## src/rtl/select12_onehot.sv

```systemverilog
// select12_onehot
//   Select unit: finds the set bit of in_mask that has exactly k set bits
//   below it, where k arrives one-hot on in_rank (bit k set means k).
//   The mask is scanned LSB first, one bit per cycle, so a match at bit i
//   terminates early. Valid/ready handshake on both sides; one request in
//   flight at a time, no bypass from output handshake to next accept.
//
// Ports
//   clk        clock, rising edge
//   rst_n      asynchronous active-low reset
//   in_vld     request valid
//   in_rdy     unit can accept a request (high only in IDLE)
//   in_mask    mask to search
//   in_rank    one-hot rank, WIDTH+1 bits; bit WIDTH is never a legal select
//   out_vld    result valid (high only in DONE)
//   out_rdy    consumer accepts result
//   out_pos    one-hot position of the selected bit, 0 if not found / error
//   out_found  selected bit exists
//   out_err    in_rank was malformed
//
// state | meaning
// ------+---------------------------------------------------------------
// IDLE  | waiting for a request; in_rdy=1, result outputs cleared
// SCAN  | walking mask bits LSB first, cnt tracks set bits seen (one-hot)
// DONE  | result presented and held until out_rdy
module select12_onehot #(
  parameter int WIDTH = 12
) (
  input  logic             clk,
  input  logic             rst_n,
  input  logic             in_vld,
  output logic             in_rdy,
  input  logic [WIDTH-1:0] in_mask,
  input  logic [WIDTH:0]   in_rank,
  output logic             out_vld,
  input  logic             out_rdy,
  output logic [WIDTH-1:0] out_pos,
  output logic             out_found,
  output logic             out_err
);

  localparam int IW = (WIDTH > 1) ? $clog2(WIDTH) : 1;
  localparam logic [IW-1:0]    LAST_IDX = IW'(WIDTH - 1);
  localparam logic [IW-1:0]    ONE_IDX  = IW'(1);
  localparam logic [WIDTH:0]   ONE_R    = (WIDTH + 1)'(1);
  localparam logic [WIDTH-1:0] ONE_P    = WIDTH'(1);

  typedef enum logic [1:0] {
    IDLE = 2'd0,
    SCAN = 2'd1,
    DONE = 2'd2
  } state_t;

  state_t           state, state_nxt;
  logic [WIDTH-1:0] mask_q, mask_nxt;
  logic [WIDTH:0]   rank_q, rank_nxt;
  logic [WIDTH:0]   cnt_q, cnt_nxt;
  logic [IW-1:0]    idx_q, idx_nxt;
  logic [WIDTH-1:0] pos_q, pos_nxt;
  logic             found_q, found_nxt;
  logic             err_q, err_nxt;
  logic             rank_bad;

  // Zero, multi-hot, or the top bit (k == WIDTH can never select anything).
  assign rank_bad = (in_rank == '0)
                 || ((in_rank & (in_rank - ONE_R)) != '0)
                 || in_rank[WIDTH];

  always_comb begin
    state_nxt = state;
    mask_nxt  = mask_q;
    rank_nxt  = rank_q;
    cnt_nxt   = cnt_q;
    idx_nxt   = idx_q;
    pos_nxt   = pos_q;
    found_nxt = found_q;
    err_nxt   = err_q;

    case (state)
      IDLE: begin
        if (in_vld) begin
          mask_nxt = in_mask;
          rank_nxt = in_rank;
          idx_nxt  = '0;
          cnt_nxt  = ONE_R;
          if (rank_bad) begin
            err_nxt   = 1'b1;
            found_nxt = 1'b0;
            pos_nxt   = '0;
            state_nxt = DONE;
          end else begin
            state_nxt = SCAN;
          end
        end
      end

      SCAN: begin
        if (mask_q[idx_q] && (cnt_q == rank_q)) begin
          pos_nxt   = ONE_P << idx_q;
          found_nxt = 1'b1;
          err_nxt   = 1'b0;
          state_nxt = DONE;
        end else begin
          // cnt is bounded by 1<<WIDTH because at most WIDTH bits are counted.
          if (mask_q[idx_q]) begin
            cnt_nxt = cnt_q << 1;
          end
          if (idx_q == LAST_IDX) begin
            pos_nxt   = '0;
            found_nxt = 1'b0;
            err_nxt   = 1'b0;
            state_nxt = DONE;
          end else begin
            idx_nxt = idx_q + ONE_IDX;
          end
        end
      end

      DONE: begin
        if (out_rdy) begin
          pos_nxt   = '0;
          found_nxt = 1'b0;
          err_nxt   = 1'b0;
          state_nxt = IDLE;
        end
      end

      default: begin
        state_nxt = IDLE;
      end
    endcase
  end

  always_ff @(posedge clk or negedge rst_n) begin
    if (!rst_n) begin
      state   <= IDLE;
      mask_q  <= '0;
      rank_q  <= '0;
      cnt_q   <= '0;
      idx_q   <= '0;
      pos_q   <= '0;
      found_q <= 1'b0;
      err_q   <= 1'b0;
    end else begin
      state   <= state_nxt;
      mask_q  <= mask_nxt;
      rank_q  <= rank_nxt;
      cnt_q   <= cnt_nxt;
      idx_q   <= idx_nxt;
      pos_q   <= pos_nxt;
      found_q <= found_nxt;
      err_q   <= err_nxt;
    end
  end

  assign in_rdy    = (state == IDLE);
  assign out_vld   = (state == DONE);
  assign out_pos   = pos_q;
  assign out_found = found_q;
  assign out_err   = err_q;

endmodule

```

## config.mk

```make
export PLATFORM = sky130hd
export DESIGN_NAME = select12_onehot
export DESIGN_NICKNAME = d
export VERILOG_FILES = /design/src/rtl/select12_onehot.sv
export SDC_FILE = /design/constraint.sdc
export NUM_CORES = 1
export LEC_CHECK = 0
export CAP_MARGIN = 20
export CORE_MARGIN = 4
export CORE_UTILIZATION = 49
export DETAILED_ROUTE_END_ITERATION = 10
export HOLD_SLACK_MARGIN = 0.08
export MAX_ROUTING_LAYER = met4
export PLACE_DENSITY = 0.86
export SLEW_MARGIN = 20
export SYNTH_ARGS = -nofsm -noshare
export SYNTH_HDL_FRONTEND = slang
export SYNTH_SLANG_ARGS = --single-unit
```

## constraint.sdc

```tcl
create_clock -name clk -period 2.45 [get_ports clk]
set_input_delay 0.49 -clock clk [delete_from_list [all_inputs] [get_ports clk]]
set_output_delay 0.49 -clock clk [all_outputs]
set_load 0.05 [all_outputs]
```

==> metrics.cfg, run 1 <==
[run_status]
status = complete, no violations

[cells_and_area]
most-common-layout-cells = 57 x dfrtp_1, 37 x clkdlybuf4s50_1, 29 x mux2_2
areaGrowthSynthToFinish_pct = 31.0
multi_input_area_um2 = 1450
finish.instance_area_um2 = 3880
seq_area_um2 = 1450
final_common_cell = dfrtp_1
final_layout_size_suffix_gt1_frac = 0.268
antennaDiodeCount = 0
fill_cells = 425
final_nets = 370

[drt]
drt_wl_total_um = 7100
viasPerCell = 5.72
route.detailed.drc = 0
ant_nets = 0
drt_iter0_drc = 226
firstDrtPassIters = 4
vias = 2349
wire_per_inst_um = 17.3

[sta]
fin_crit_sh = 0.987
timing.fmax_ghz = 0.414
hold_viol_final = 0
max_slew.worst_pin.slew_ns = 0.695
rsz0062_at_grt = true
tns_ns = 0
slew_headroom = 0.532
finClkSkew_ns = 0.00643
min_period_ns = 2.42
finalMaxSlewViolations = 0
finalSetupViolations = 0

[global_route]
antenna_found_initial = 0
grt_pass1_wl_um = 11500
grt_overflow = 0
grt_pass1_vias = 2418
grt_usage = 0.204
grt_max_degree = 27

[clock_tree]
clock-root-buffer = clkbuf_8
path_clk_slew_ns = 0.06
numCtsBuffers = 9
clockBufferDepth = 2
cts_tree = done
clock_latency_ns = 0.34
htreeDepth = 3
cts.sink_count = 58

[synthesis]
synth_warnings = 0
synthCells = 258
syn_nets = 297
synth-edff-count = 0
async_reset_ff_frac = 1.00
synth_top_cell_by_area = dfrtp_1
synth.yosys.seq_area_share = 0.490
netlist_area_um2 = 2960
synth_top_area_frac = 0.490
synth_ff_type = dfrtp_1
synth.area.top_cells = dfrtp_1 49%, mux2_2 11%, ha_1 4.2%, or4_1 3.5%, inv_1 2.9%
ys_ff_latch = 58
syn_area_per_cell_um2 = 11.5
yosysUniqueCellTypes = 45

[place]
place_area_um2 = 3640
io_buffers = 44
place_hpwl_um = 4870
gp_congestion = 0.840

[worst_setup_path]
crit_type = input port to flop
arrival_ns = 2.65
worstPathRequired_ns = 2.68
startpoint_type = input port
end_kind = flop
path_max_fanout = 5

[run]
maxCapViolCount = 0

[pwr]
total_leakage_power_nw = 1.66
max-vdd-ir-drop_v = 0.000695
power_density_nw_per_um2 = 828

[floorplanning]
die_area_um2 = 7350
core_um2 = 5890
dieHeight_um = 85.8
die_x_um = 85.8
rows = 28
start_util = 0.503
ioPinCount = 45

[hold_path]
hold_path.class = input port to flop

-- per-stage QoR --
step	utilization	worst slack (ns)	instances	hold slack, ns	total power [W]
4_1_cts	0.649	0.00548	410	0.494	0.00318
5_1_grt	0.659	-0.0149	411	0.506	0.00337
3_5_place_dp	0.618	-0.627	392	0.439	0.00243
3_3_place_gp	0.618	-0.600	392	0.436	0.00237
2_1_floorplan	-	-0.120	258	0.194	0.00205
6_report	0.659	0.0324	411	0.485	0.00322
-- sequential cells by signal (all words and copies together), names as in the netlist --
register and count:
cnt_q 13, rank_q 13, mask_q 12, out_pos 12
idx_q 4, state 2, out_err 1, out_found 1
-- layer usage --
metal,GRT usage,up-vias,routed length (um)
li1,-,1078,-
met4,0.0964,0,108
met5,-,-,0
met2,0.323,92,3630
met1,0.261,1170,2920
met3,0.0288,9,447
-- path summary, 6_finish.rpt --
check / start / endpoint / slack, ns / cells after the start
min in group asynchronous: rst_n / mask_q[3] / 0.60 / 2
worst max register to register: idx_q[0] / cnt_q[3] / 0.09 / 7
worst min register to register: out_pos[3] / out_pos[3] / 0.49 / 1
worst min-delay path: in_rank[4] / rank_q[4] / 0.49 / 3
max in group asynchronous: rst_n / cnt_q[5] / 1.20 / 3
worst max-delay path: in_rank[4] / out_pos[9] / 0.03 / 7
-- cells in the mapped netlist (2+ instances only) --
| cell type | number |
|---|---|
| nand2b_1 | 3 |
| nor4_1 | 5 |
| nor3_1 | 4 |
| or4_1 | 14 |
| o21bai_1 | 2 |
| or3_1 | 3 |
| nand2_1 | 13 |
| nor2_1 | 4 |
| xor2_1 | 8 |
| a21oi_1 | 2 |
| o2bb2ai_1 | 8 |
| clkbuf_1 | 7 |
| inv_1 | 23 |
| ha_1 | 10 |
| o21ai_0 | 17 |
| nand3_1 | 5 |
| nor2b_1 | 2 |
| mux2_2 | 30 |
| a32o_1 | 5 |
| mux2i_1 | 5 |
| o22ai_1 | 2 |
| xnor2_1 | 6 |
| dfrtp_1 | 58 |
-- logic make-up after synthesis --
logic type                 Yosys count  share of synthesized area
DFF                                 58                      0.490
buffers and inverters               32                     0.0435
xor gates and xnor gates            14                     0.0414
AOI/OAI and AO/OA                   44                      0.109
adders and majority gates           11                     0.0456
muxes                               36                      0.139
and+or+nand+nor                     63                      0.132
-- power breakdown --
| group | total (W) | switching [W] | internal [W] |
|---|---|---|---|
| Sequential | 0.00134 | 0.000147 | 0.00120 |
| Clock | 0.000755 | 0.000366 | 0.000390 |
| Combinational | 0.00112 | 0.000573 | 0.000542 |
-- area by class of cell --
cell class              instances  share of cell area
clock buffers                  13              0.0384
clock inverters                 3             0.00387
inverters                      23              0.0222
multi-input cells             168               0.372
flip-flops and latches         58               0.374
well taps                      75              0.0242
repair buffers                 71               0.165
-- what timing repair did --
| action | in CTS | in global routing |
|---|---|---|
| resized for setup | 13 | 13 |
| pin swaps | 6 | 8 |
| endpoints found under the hold margin | 10 | 0 |
| buffers inserted | 1 | 1 |
| hold buffers | 1 | 0 |
| setup endpoints to repair | 17 | 21 |
-- worst max-delay path: stages --
cell	delay (ns)
buf_6	0.09
or4_4	0.52
or4b_4	0.55
a221oi_4	0.35
nand4_4	0.18
and4_4	0.24
a32o_1	0.23
(Power assumes the default switching activity.)
==> run 2: changes to the inputs <==
--- a/config.mk
+++ b/config.mk
@@ -6,13 +6,12 @@
 export NUM_CORES = 1
 export LEC_CHECK = 0
 export CAP_MARGIN = 20
-export CORE_MARGIN = 4
+export CORE_MARGIN = 2
 export CORE_UTILIZATION = 49
 export DETAILED_ROUTE_END_ITERATION = 10
 export HOLD_SLACK_MARGIN = 0.08
 export MAX_ROUTING_LAYER = met4
 export PLACE_DENSITY = 0.86
-export SLEW_MARGIN = 20
 export SYNTH_ARGS = -nofsm -noshare
 export SYNTH_HDL_FRONTEND = slang
 export SYNTH_SLANG_ARGS = --single-unit
==> run 2 against run 1 <==
Effect of this change: the flow now finishes with violations (setup timing); combinational power about the same; critical path depth is the same; sequential power about the same; sequential share of layout area fell by 0.29 points; global-route usage increased by 2.4 points; clock skew grew 0.0030 ns; maximum frequency fell by 2.2%; utilization grew 0.51 points; critical path type unchanged.
==> metrics.cfg, run 2 (synthesis gave the netlist of run 1 again) <==
[pwr]
power_density_nw_per_um2 = 848
total_leakage_power_nw = 1.66
max-vdd-ir-drop_v = 0.000668

[drt]
firstDrtPassIters = 6
drt_iter0_drc = 248
ant_nets = 0
viasPerCell = 5.77
drt_wl_total_um = 6980
route.detailed.drc = 0
vias = 2366
wire_per_inst_um = 17.0

[cells_and_area]
most-common-layout-cells = 57 x dfrtp_1, 38 x clkdlybuf4s50_1, 29 x mux2_2
final_nets = 370
antennaDiodeCount = 0
areaGrowthSynthToFinish_pct = 32.0
final_layout_size_suffix_gt1_frac = 0.272
largestRegisters = cnt_q: 13 flops, rank_q: 13 flops
final_common_cell = dfrtp_1

[sta]
rsz0062_at_grt = true
max_slew.worst_pin.slew_ns = 0.723
finClkSkew_ns = 0.00945
fin_crit_sh = 1.01
finalSetupViolations = 4
min_period_ns = 2.47
slew_headroom = 0.518
timing.fmax_ghz = 0.404
setup_ws_ns = -0.0225
finalMaxSlewViolations = 0
hold_viol_final = 0
tns_ns = -0.0677

[floorplanning]
start_util = 0.503
core_um2 = 5890
dieHeight_um = 81.8
die_area_um2 = 6680
ioPinCount = 45
rows = 28
die_x_um = 81.8

[global_route]
grt_pass1_vias = 2349
antenna_found_initial = 0
grt_usage = 0.228
busiest_layer = met2
grt_overflow = 0
met3_usage = 0.0451
grt_max_degree = 59
grt_pass1_wl_um = 11200
use_met2 = 0.341
met1_usage = 0.295

[clock_tree]
clock-root-buffer = clkbuf_8
numCtsBuffers = 9
path_clk_slew_ns = 0.06
clock_latency_ns = 0.34
htreeDepth = 3
cts.sink_count = 58
cts_tree = done
clockBufferDepth = 2

[hold_path]
hold_path.class = input port to asynchronous set/reset pin

[place]
io_buffers = 44
dp_slack_ns = -0.635
gp_congestion = 0.836
place_hpwl_um = 4570

[worst_setup_path]
startpoint_type = input port
worstPathRequired_ns = 2.67
end_kind = flop
path_max_fanout = 5
crit_type = input port to flop
arrival_ns = 2.69

[run_status]
status = complete, but fails checks
violations = setup timing

[run]
maxCapViolCount = 0

run 2: final timing paths:
check	start	endpoint	slack, ns	cells after the start
hold reg to reg	out_pos[3]	out_pos[3]	0.49	1
setup reg to reg	idx_q[0]	idx_q[1]	0.13	8
hold / removal	rst_n	mask_q[7]	0.30	2
max in group asynchronous	rst_n	idx_q[0]	1.64	2
min in group clk	out_pos[3]	out_pos[3]	0.49	1
setup / recovery	in_rank[0]	out_pos[10]	-0.02	7
run 2: routing by layer:
layer	wire, um	vias to the layer above
met3	466	10
met1	2990	1182
li1	-	1086
met5	0	-
met2	3460	88
met4	63	0
run 2: metrics by stage:
stage / hold WS [ns] / power (W) / cells / cell area [um2] / util
after floorplan: 0.194 / 0.00205 / 258 / 2960 / -
after global placement: 0.476 / 0.00237 / 393 / 3650 / 0.620
after detailed placement: 0.477 / 0.00242 / 393 / 3650 / 0.620
after CTS: 0.320 / 0.00329 / 409 / 3850 / 0.654
after global routing: 0.367 / 0.00348 / 410 / 3910 / 0.665
final: 0.297 / 0.00332 / 410 / 3910 / 0.665
run 2: timing repair:
item / 4_1_cts / 5_1_grt
endpoints found under the setup margin: 24 / 16
pin swaps: 5 / 7
hold buffers: 0 / 0
buffers inserted: 1 / 1
resized for setup: 14 / 13
gates cloned: 0 / 0
run 2: power breakdown:
group          internal (W)  switching (W)  total [W]
Clock              0.000489       0.000363   0.000851
Combinational      0.000549       0.000569    0.00112
Sequential          0.00120       0.000151    0.00135
run 2: layout make-up:
type	count	area [um2]
clock buffers	12	145
clock inverters	3	40.0
fillers	422	1970
inverters	23	86.3
multi-input cells	168	1450
flip-flops and latches	58	1450
well taps	75	93.8
repair buffers	71	639
run 2: critical path: stages:
cell and delay, ns:
buf_6 0.09, or4_4 0.53, or4b_4 0.54, a221oi_4 0.36, nand4_4 0.21, and4_4 0.25, a32o_1 0.22
